$ cat config.mk
export PLATFORM = sky130hd
export DESIGN_NAME = peg_l2_rs_xmii_tx_flat
export DESIGN_NICKNAME = d
export VERILOG_FILES = /design/src/rtl/peg_l2_rs_xmii_tx_if.sv /design/src/rtl/peg_l2_rs_xmii_tx.sv /design/src/flat_wrapper.sv
export SDC_FILE = /design/constraint.sdc
export NUM_CORES = 1
export LEC_CHECK = 0
export CAP_MARGIN = 30
export CORE_MARGIN = 5
export CORE_UTILIZATION = 50
export CTS_CLUSTER_DIAMETER = 60
export CTS_CLUSTER_SIZE = 28
export DETAILED_ROUTE_END_ITERATION = 16
export GPL_ROUTABILITY_DRIVEN = 0
export MAX_ROUTING_LAYER = met4
export PLACE_DENSITY = 0.76
export SYNTH_ARGS = -nofsm -noshare
export SYNTH_HDL_FRONTEND = slang
export SYNTH_SLANG_ARGS = --single-unit
$ cat constraint.sdc
create_clock -name clk -period 4.4 [get_ports clk]
set_clock_uncertainty 0.05 [all_clocks]
set_input_delay 0.66 -clock clk [delete_from_list [all_inputs] [get_ports clk]]
set_output_delay 0.66 -clock clk [all_outputs]
set_load 0.005 [all_outputs]
$ cat src/rtl/peg_l2_rs_xmii_tx_if.sv
// Packet-transfer stream from the L2 MAC into the xMII transmit reconciliation block.
// Signals:
//   pkt_valid  source word valid
//   pkt_sop    first word of packet
//   pkt_eop    last word of packet
//   pkt_bytes  valid bytes in the eop word, 0 = all bytes
//   pkt_data   packet data, byte 0 in [7:0]
//   pkt_ready  word accepted when pkt_valid & pkt_ready
// Modports: master = packet source, slave = reconciliation block.
interface peg_l2_rs_xmii_tx_if #(
   parameter int unsigned PKT_DATA_W = 64
) ();
   localparam int unsigned BYTES_W = $clog2(PKT_DATA_W / 8);

   logic                  pkt_valid;
   logic                  pkt_sop;
   logic                  pkt_eop;
   logic [BYTES_W-1:0]    pkt_bytes;
   logic [PKT_DATA_W-1:0] pkt_data;
   logic                  pkt_ready;

   modport master (
      output pkt_valid, pkt_sop, pkt_eop, pkt_bytes, pkt_data,
      input  pkt_ready
   );

   modport slave (
      input  pkt_valid, pkt_sop, pkt_eop, pkt_bytes, pkt_data,
      output pkt_ready
   );
endinterface

$ cat src/rtl/peg_l2_rs_xmii_tx.sv
// MII-family transmit reconciliation: serialises L2 packet words onto a 2/4/8-bit line,
// inserting preamble + SFD, pacing symbols for 10/100, enforcing an IFG and flagging underrun.
// Ports:
//   clk, rst            reference clock, synchronous active-high reset
//   cfg_speed_100_n_10  1 = symbol every cycle, 0 = symbol every SLOW_DIV cycles
//   pkt                 packet stream (slave side); pkt_ready is combinational
//   txd, tx_en, tx_er   registered line outputs, LSB-first within each byte
//   stat_pkt_done       pulse coincident with the last data symbol of a packet
//   stat_underrun       pulse coincident with the tx_er symbol
module peg_l2_rs_xmii_tx #(
   parameter int unsigned PKT_DATA_W = 64,
   parameter int unsigned MII_DATA_W = 2,
   parameter int unsigned IFG_BYTES  = 12,
   parameter int unsigned SLOW_DIV   = 10
) (
   input  logic                  clk,
   input  logic                  rst,
   input  logic                  cfg_speed_100_n_10,
   peg_l2_rs_xmii_tx_if.slave    pkt,
   output logic [MII_DATA_W-1:0] txd,
   output logic                  tx_en,
   output logic                  tx_er,
   output logic                  stat_pkt_done,
   output logic                  stat_underrun
);
   localparam int unsigned SPB      = 8 / MII_DATA_W;
   localparam int unsigned SPW      = PKT_DATA_W / MII_DATA_W;
   localparam int unsigned PRE_SYMS = 8 * SPB;
   localparam int unsigned IDX_MAX  = (SPW > PRE_SYMS) ? SPW : PRE_SYMS;
   localparam int unsigned IDX_W    = $clog2(IDX_MAX);
   localparam int unsigned BYTES_W  = $clog2(PKT_DATA_W / 8);
   localparam int unsigned DIV_W    = (SLOW_DIV > 1) ? $clog2(SLOW_DIV) : 1;
   localparam int unsigned IFG_W    = $clog2(IFG_BYTES * SPB + 1);

   localparam logic [IDX_W-1:0] PRE_LAST = IDX_W'(PRE_SYMS - 1);
   localparam logic [DIV_W-1:0] DIV_LAST = DIV_W'(SLOW_DIV - 1);
   localparam logic [IFG_W-1:0] IFG_LOAD = IFG_W'(IFG_BYTES * SPB - 1);
   // Seven 0x55 bytes then the 0xD5 SFD, byte 0 first.
   localparam logic [63:0]      PRE_WORD = 64'hD555_5555_5555_5555;

   localparam logic [2:0] S_IDLE = 3'd0;
   localparam logic [2:0] S_PRE  = 3'd1;
   localparam logic [2:0] S_DATA = 3'd2;
   localparam logic [2:0] S_DROP = 3'd3;
   localparam logic [2:0] S_IFG  = 3'd4;

   logic [2:0]            state_q, state_d;
   logic [IDX_W-1:0]      idx_q, idx_d;
   logic [IFG_W-1:0]      ifg_q, ifg_d;
   logic [DIV_W-1:0]      div_q, div_d;
   logic                  speed_q, speed_d;
   logic                  err_q, err_d;
   logic [PKT_DATA_W-1:0] buf_data_q, buf_data_d;
   logic                  buf_eop_q, buf_eop_d;
   logic [BYTES_W-1:0]    buf_bytes_q, buf_bytes_d;
   logic [MII_DATA_W-1:0] txd_q, txd_d;
   logic                  tx_en_q, tx_en_d;
   logic                  tx_er_q, tx_er_d;
   logic                  stat_pkt_done_q, stat_pkt_done_d;
   logic                  stat_underrun_q, stat_underrun_d;
   logic                  strobe_c;
   logic                  ready_c;
   logic [IDX_W-1:0]      last_c;

   // Index of the final symbol to send from a buffered word.
   function automatic logic [IDX_W-1:0] last_sym(input logic eop, input logic [BYTES_W-1:0] nb);
      if (eop && (nb != '0)) last_sym = IDX_W'(32'(nb) * SPB - 1);
      else                   last_sym = IDX_W'(SPW - 1);
   endfunction

   assign strobe_c      = speed_q | (div_q == DIV_LAST);
   assign last_c        = last_sym(buf_eop_q, buf_eop_q ? buf_bytes_q : '0);
   assign pkt.pkt_ready = ready_c & ~rst;

   // Next-state, buffer, counters and next registered outputs.
   always_comb begin
      state_d         = state_q;
      idx_d           = idx_q;
      ifg_d           = ifg_q;
      speed_d         = speed_q;
      err_d           = err_q;
      buf_data_d      = buf_data_q;
      buf_eop_d       = buf_eop_q;
      buf_bytes_d     = buf_bytes_q;
      ready_c         = 1'b0;
      stat_underrun_d = 1'b0;
      txd_d           = '0;
      tx_en_d         = 1'b0;
      tx_er_d         = 1'b0;

      if (state_q == S_IDLE || div_q == DIV_LAST) div_d = '0;
      else                                        div_d = div_q + DIV_W'(1);

      case (state_q)
         S_IDLE: begin
            ready_c = 1'b1;
            idx_d   = '0;
            err_d   = 1'b0;
            if (pkt.pkt_valid && pkt.pkt_sop) begin
               buf_data_d  = pkt.pkt_data;
               buf_eop_d   = pkt.pkt_eop;
               buf_bytes_d = pkt.pkt_bytes;
               speed_d     = cfg_speed_100_n_10;
               state_d     = S_PRE;
            end
         end
         S_PRE: begin
            if (strobe_c) begin
               if (idx_q == PRE_LAST) begin
                  idx_d   = '0;
                  state_d = S_DATA;
               end else begin
                  idx_d = idx_q + IDX_W'(1);
               end
            end
         end
         S_DATA: begin
            if (strobe_c) begin
               if (idx_q != last_c) begin
                  idx_d = idx_q + IDX_W'(1);
               end else if (buf_eop_q) begin
                  ifg_d   = IFG_LOAD;
                  state_d = S_IFG;
               end else begin
                  ready_c = 1'b1;
                  if (pkt.pkt_valid) begin
                     buf_data_d  = pkt.pkt_data;
                     buf_eop_d   = pkt.pkt_eop;
                     buf_bytes_d = pkt.pkt_bytes;
                     idx_d       = '0;
                  end else begin
                     err_d           = 1'b1;
                     stat_underrun_d = 1'b1;
                     state_d         = S_DROP;
                  end
               end
            end
         end
         S_DROP: begin
            ready_c = 1'b1;
            // The error symbol lasts one symbol period.
            if (strobe_c) err_d = 1'b0;
            if (pkt.pkt_valid && pkt.pkt_eop) begin
               ifg_d   = IFG_LOAD;
               state_d = S_IFG;
            end
         end
         S_IFG: begin
            if (strobe_c) begin
               if (ifg_q == '0) state_d = S_IDLE;
               else             ifg_d   = ifg_q - IFG_W'(1);
            end
         end
         default: state_d = S_IDLE;
      endcase

      // Line outputs reflect the state being entered, so they move with the strobe.
      case (state_d)
         S_PRE: begin
            tx_en_d = 1'b1;
            txd_d   = MII_DATA_W'(PRE_WORD >> (32'(idx_d) * MII_DATA_W));
         end
         S_DATA: begin
            tx_en_d = 1'b1;
            txd_d   = MII_DATA_W'(buf_data_d >> (32'(idx_d) * MII_DATA_W));
         end
         S_DROP: begin
            tx_en_d = err_d;
            tx_er_d = err_d;
         end
         default: ;
      endcase

      stat_pkt_done_d = strobe_c && (state_d == S_DATA) && buf_eop_d &&
                        (idx_d == last_sym(buf_eop_d, buf_bytes_d));
   end

   // State and output registers.
   always_ff @(posedge clk) begin
      if (rst) begin
         state_q         <= S_IDLE;
         idx_q           <= '0;
         ifg_q           <= '0;
         div_q           <= '0;
         speed_q         <= 1'b0;
         err_q           <= 1'b0;
         buf_data_q      <= '0;
         buf_eop_q       <= 1'b0;
         buf_bytes_q     <= '0;
         txd_q           <= '0;
         tx_en_q         <= 1'b0;
         tx_er_q         <= 1'b0;
         stat_pkt_done_q <= 1'b0;
         stat_underrun_q <= 1'b0;
      end else begin
         state_q         <= state_d;
         idx_q           <= idx_d;
         ifg_q           <= ifg_d;
         div_q           <= div_d;
         speed_q         <= speed_d;
         err_q           <= err_d;
         buf_data_q      <= buf_data_d;
         buf_eop_q       <= buf_eop_d;
         buf_bytes_q     <= buf_bytes_d;
         txd_q           <= txd_d;
         tx_en_q         <= tx_en_d;
         tx_er_q         <= tx_er_d;
         stat_pkt_done_q <= stat_pkt_done_d;
         stat_underrun_q <= stat_underrun_d;
      end
   end

   assign txd           = txd_q;
   assign tx_en         = tx_en_q;
   assign tx_er         = tx_er_q;
   assign stat_pkt_done = stat_pkt_done_q;
   assign stat_underrun = stat_underrun_q;
endmodule

$ cat src/flat_wrapper.sv
// flat-port wrapper written by rule: the top's interface ports become plain ports
module peg_l2_rs_xmii_tx_flat 
#(
   parameter int unsigned PKT_DATA_W = 64,
   parameter int unsigned MII_DATA_W = 2,
   parameter int unsigned IFG_BYTES  = 12,
   parameter int unsigned SLOW_DIV   = 10
)
  (clk, rst, cfg_speed_100_n_10, txd, tx_en, tx_er, stat_pkt_done, stat_underrun, pkt_pkt_valid, pkt_pkt_sop, pkt_pkt_eop, pkt_pkt_bytes, pkt_pkt_data, pkt_pkt_ready);
  peg_l2_rs_xmii_tx_if #(.PKT_DATA_W(PKT_DATA_W)) pkt_i ();
  input  logic clk;
  input  logic rst;
  input  logic cfg_speed_100_n_10;
  output logic [MII_DATA_W-1:0] txd;
  output logic tx_en;
  output logic tx_er;
  output logic stat_pkt_done;
  output logic stat_underrun;
  input wire logic [$bits(pkt_i.pkt_valid)-1:0] pkt_pkt_valid;
  input wire logic [$bits(pkt_i.pkt_sop)-1:0] pkt_pkt_sop;
  input wire logic [$bits(pkt_i.pkt_eop)-1:0] pkt_pkt_eop;
  input wire logic [$bits(pkt_i.pkt_bytes)-1:0] pkt_pkt_bytes;
  input wire logic [$bits(pkt_i.pkt_data)-1:0] pkt_pkt_data;
  output wire logic [$bits(pkt_i.pkt_ready)-1:0] pkt_pkt_ready;
  assign pkt_i.pkt_valid = pkt_pkt_valid;
  assign pkt_i.pkt_sop = pkt_pkt_sop;
  assign pkt_i.pkt_eop = pkt_pkt_eop;
  assign pkt_i.pkt_bytes = pkt_pkt_bytes;
  assign pkt_i.pkt_data = pkt_pkt_data;
  assign pkt_pkt_ready = pkt_i.pkt_ready;
  peg_l2_rs_xmii_tx #(.PKT_DATA_W(PKT_DATA_W), .MII_DATA_W(MII_DATA_W), .IFG_BYTES(IFG_BYTES), .SLOW_DIV(SLOW_DIV)) u_core (.clk(clk), .rst(rst), .cfg_speed_100_n_10(cfg_speed_100_n_10), .pkt(pkt_i), .txd(txd), .tx_en(tx_en), .tx_er(tx_er), .stat_pkt_done(stat_pkt_done), .stat_underrun(stat_underrun));
endmodule
==> flow_summary_export.csv, run 1 <==
group,metric,value,unit
power,p_leak,2.09,nW
run_status,status,"complete, no violations",
synth,synth_ff_type,"dfxtp_1",
routing,drtPass1Iterations,5,
power,power,1.71,mW
placed_design,place_ws,0.309,ns
clock_network,cts_buffers,9,
final_layout,final_area,0.00590,mm2
clock_network,clockBufferDepth,2,
synth,ys_seq_area_frac,0.385,
timing,fin_crit_sh,0.913,
clock_network,tritoncts,"yes",
placed_design,dp_hpwl,8.93,mm
final_layout,nNetsFinal,754,
critical_path,rrSetupSlack,0.38,ns
critical_path,reg2regPathDepth,13,
timing,setup_violations,0,
grt,first_global_vias,4297,
critical_path,required,4.59,ns
synth,synth_cell_types,69,
clock_network,clkLatencyLatePin,0.36,ns
critical_path,critPathCapture,"u_core.txd[0]",
routing,viasPerCell,5.62,
routing,vias,4543,
critical_path,path_class,"flip-flop to flip-flop",
clock_network,clk_pin_slew,0.09,ns
final_layout,drive_above_1_share,0.0667,
die,io_pins,80,
grt,grt_start_max_net_pins,89,
synth,avgSynthCellArea,7.96,um2
routing,wl,12.2,mm
final_layout,area_delta_synth_final,20.8,%
die,die-area,0.0118,mm2
timing,rsz0062_at_grt,"false",
die,die_w,109,um
timing,setup_tns,0,ns
critical_path,crit_path_end_kind,"flip-flop",
grt,grtUsageTotal,0.215,
timing,tightestPinTransition,0.901,ns
critical_path,startpoint_type,"flip-flop",
timing,relSlewSlack,0.399,
critical_path,cp.arrival,4.21,ns
run,max_cap_violations,0,
clock_network,htree_num_levels,3,
timing,period_minus_slack,4.02,ns
grt,grt_overflow_total,0,
synth,synth_edf_count,0,
routing,drt_iter0_drc,229,
synth,synth-async-reset-ratio,0,
power,power_density,289,mW/mm2
min_path,hold_class,"flip-flop to flip-flop",
critical_path,crit_slowest_cell,"a32o_2",
synth,ys.warnings.count,0,
die,core,0.00964,mm2
timing,finalHoldViolations,0,
critical_path,path_max_fanout,21,
timing,layout_setup_ws,0.385,ns
synth,synth.cell_area,0.00488,mm2
timing,max_clock_freq,0.249,GHz
clock_network,root_buffer,"clkbuf_8",
grt,grt_pass1_wl,19.9,mm
clock_network,clkSinkCount,94,
critical_path,rr_endpoint,"u_core.txd[0]",
synth,synth_fp_nets,697,
routing,ant_nets,0,
die,die_h,109,um
final_layout,fill_cells,878,
critical_path,max_stage_delay,0.61,ns
final_layout,antenna_cells,0,
die,start_util,0.507,
critical_path,timing.rr.start,"u_core.buf_eop_q",
placed_design,portBuffers,79,
final_layout,multi_input_area,0.00276,mm2
timing,drv_slew,0,
grt,antenna_found_initial,0,
critical_path,cp-startpoint,"u_core.buf_eop_q",
routing,drc,0,
synth,synth_seq_cells,94,
routing,wl_per_cell,15.2,um
critical_path,crit_chain,"nand2_1 > ha_1 > ha_1 > nand2b_1 > o22ai_2 > o211ai_2 > o211ai_1 > a32o_2 > mux2i_1 > a21oi_1 > or4_1 > nor4_1 > nor4_1",
synth,synth_cells,614,
placed_design,dpl-instance-area,0.00570,mm2
die,rows,36,
power,vdd_drop_max,0.000150,V
final_layout,register_area,0.00188,mm2
[per-layer routing]
layer	GRT usage	up-vias	part of all wire
li1	-	2241	-
met1	0.269	2134	0.43
met2	0.357	143	0.50
met3	0.0349	25	0.048
met4	0.0712	0	0.019
met5	-	-	0
[Yosys cell counts, types with 8 or more instances]
master / instances / area share
buf_1: 8 / 0.0061
dfxtp_1: 94 / 0.39
buf_2: 13 / 0.013
mux2i_1: 38 / 0.078
nand2_1: 162 / 0.12
nor2_1: 38 / 0.029
nand3_1: 12 / 0.012
clkbuf_1: 16 / 0.012
nor3_1: 10 / 0.010
ha_1: 10 / 0.026
a21oi_1: 83 / 0.085
o21ai_0: 8 / 0.0082
[critical path, delay by kind of cell (launching register included)]
| kind | cells | cell delay [ns] |
|---|---|---|
| AOI/OAI and AO/OA | 5 | 1.34 |
| and+or+nand+nor | 5 | 1.10 |
| DFF | 1 | 0.58 |
| adders and majority gates | 2 | 0.52 |
| muxes | 1 | 0.29 |
[per-stage QoR]
stage                util  std cells  hold WS [ns]
floorplan               -        614         0.382
global placement    0.591        793         0.391
detailed placement  0.591        793         0.396
CTS                 0.612        808         0.408
global route        0.612        808         0.429
finish              0.612        808         0.407
[layout make-up]
cell class / instances / area share
Clock buffer: 11 / 0.0240
Clock inverter: 4 / 0.00933
Inverter: 8 / 0.00551
Multi-Input combinational cell: 469 / 0.468
Sequential cell: 94 / 0.319
Tap cell: 133 / 0.0282
Timing Repair Buffer: 89 / 0.146
[kinds of logic (layout without fill, tap and decap cells)]
group                    Yosys count  after routing  synth area share
AO/OA/AOI/OAI                    145            145             0.196
multiplexers                      43             43            0.0899
AND/OR/NAND/NOR                  262            262             0.235
XOR/XNOR                           9              9            0.0161
adder cells (fa/ha/maj)           10             10            0.0256
buffers and inverters             51            112            0.0523
flip-flops                        94             94             0.385
[report_power, final]
part	switching (mW)	internal, mW
Clock	0.300	0.279
Sequential	0.0212	0.883
Combinational	0.111	0.112
Total	0.432	1.27
[timing repair]
action,CTS,global route
setup buffers,0,0
resized for setup,0,1
hold buffers,0,0
endpoints found under the setup margin,0,1
[sequential cells by signal, summed over array words and instances (netlist names)]
| name | count |
|---|---|
| u_core.buf_bytes_q | 3 |
| u_core.buf_data_q | 64 |
| u_core.buf_eop_q | 1 |
| u_core.div_q | 4 |
| u_core.err_q | 1 |
| u_core.idx_q | 5 |
| u_core.ifg_q | 6 |
| u_core.speed_q | 1 |
| u_core.stat_pkt_done | 1 |
| u_core.stat_underrun | 1 |
| u_core.state_q | 3 |
| u_core.tx_en | 1 |
| u_core.tx_er | 1 |
| u_core.txd | 2 |
[worst min-delay path by stage]
stage / start / endpoint / depth (start not counted)
finish: u_core.buf_data_q[21] / u_core.buf_data_q[21] / 2
global route: u_core.buf_data_q[21] / u_core.buf_data_q[21] / 2
CTS: u_core.buf_data_q[32] / u_core.buf_data_q[32] / 2
detailed placement: u_core.buf_data_q[32] / u_core.buf_data_q[32] / 2
global placement: u_core.buf_data_q[17] / u_core.buf_data_q[17] / 2
floorplan: u_core.buf_data_q[14] / u_core.buf_data_q[14] / 2
[layout by cell type (no fill, tap or decap), drive strengths merged, types with 4 or more instances in the layout]
cell type	n
a2111oi	4
a211oi	6
a21oi	83
a22oi	4
and3	5
buf	11
clkbuf	11
clkdlybuf4s50	78
dfxtp	94
ha	10
inv	9
mux2	4
mux2i	39
nand2	162
nand3	12
nor2	38
nor2b	7
nor3	10
nor4	7
o211ai	5
o21ai	11
xnor2	4
xor2	5
(Power assumes the default switching activity.)
==> run 2: changes to the inputs <==
Settings changed: SLEW_MARGIN set to 20.
==> results of run 2 <==
Final layout, timing and power as in run 1 (identical DEF).
==> run 3: changes to the inputs <==
Settings changed: SKIP_CTS_REPAIR_TIMING set to 1.
==> results of run 3 <==
Final layout, timing and power as in run 1 (identical DEF).
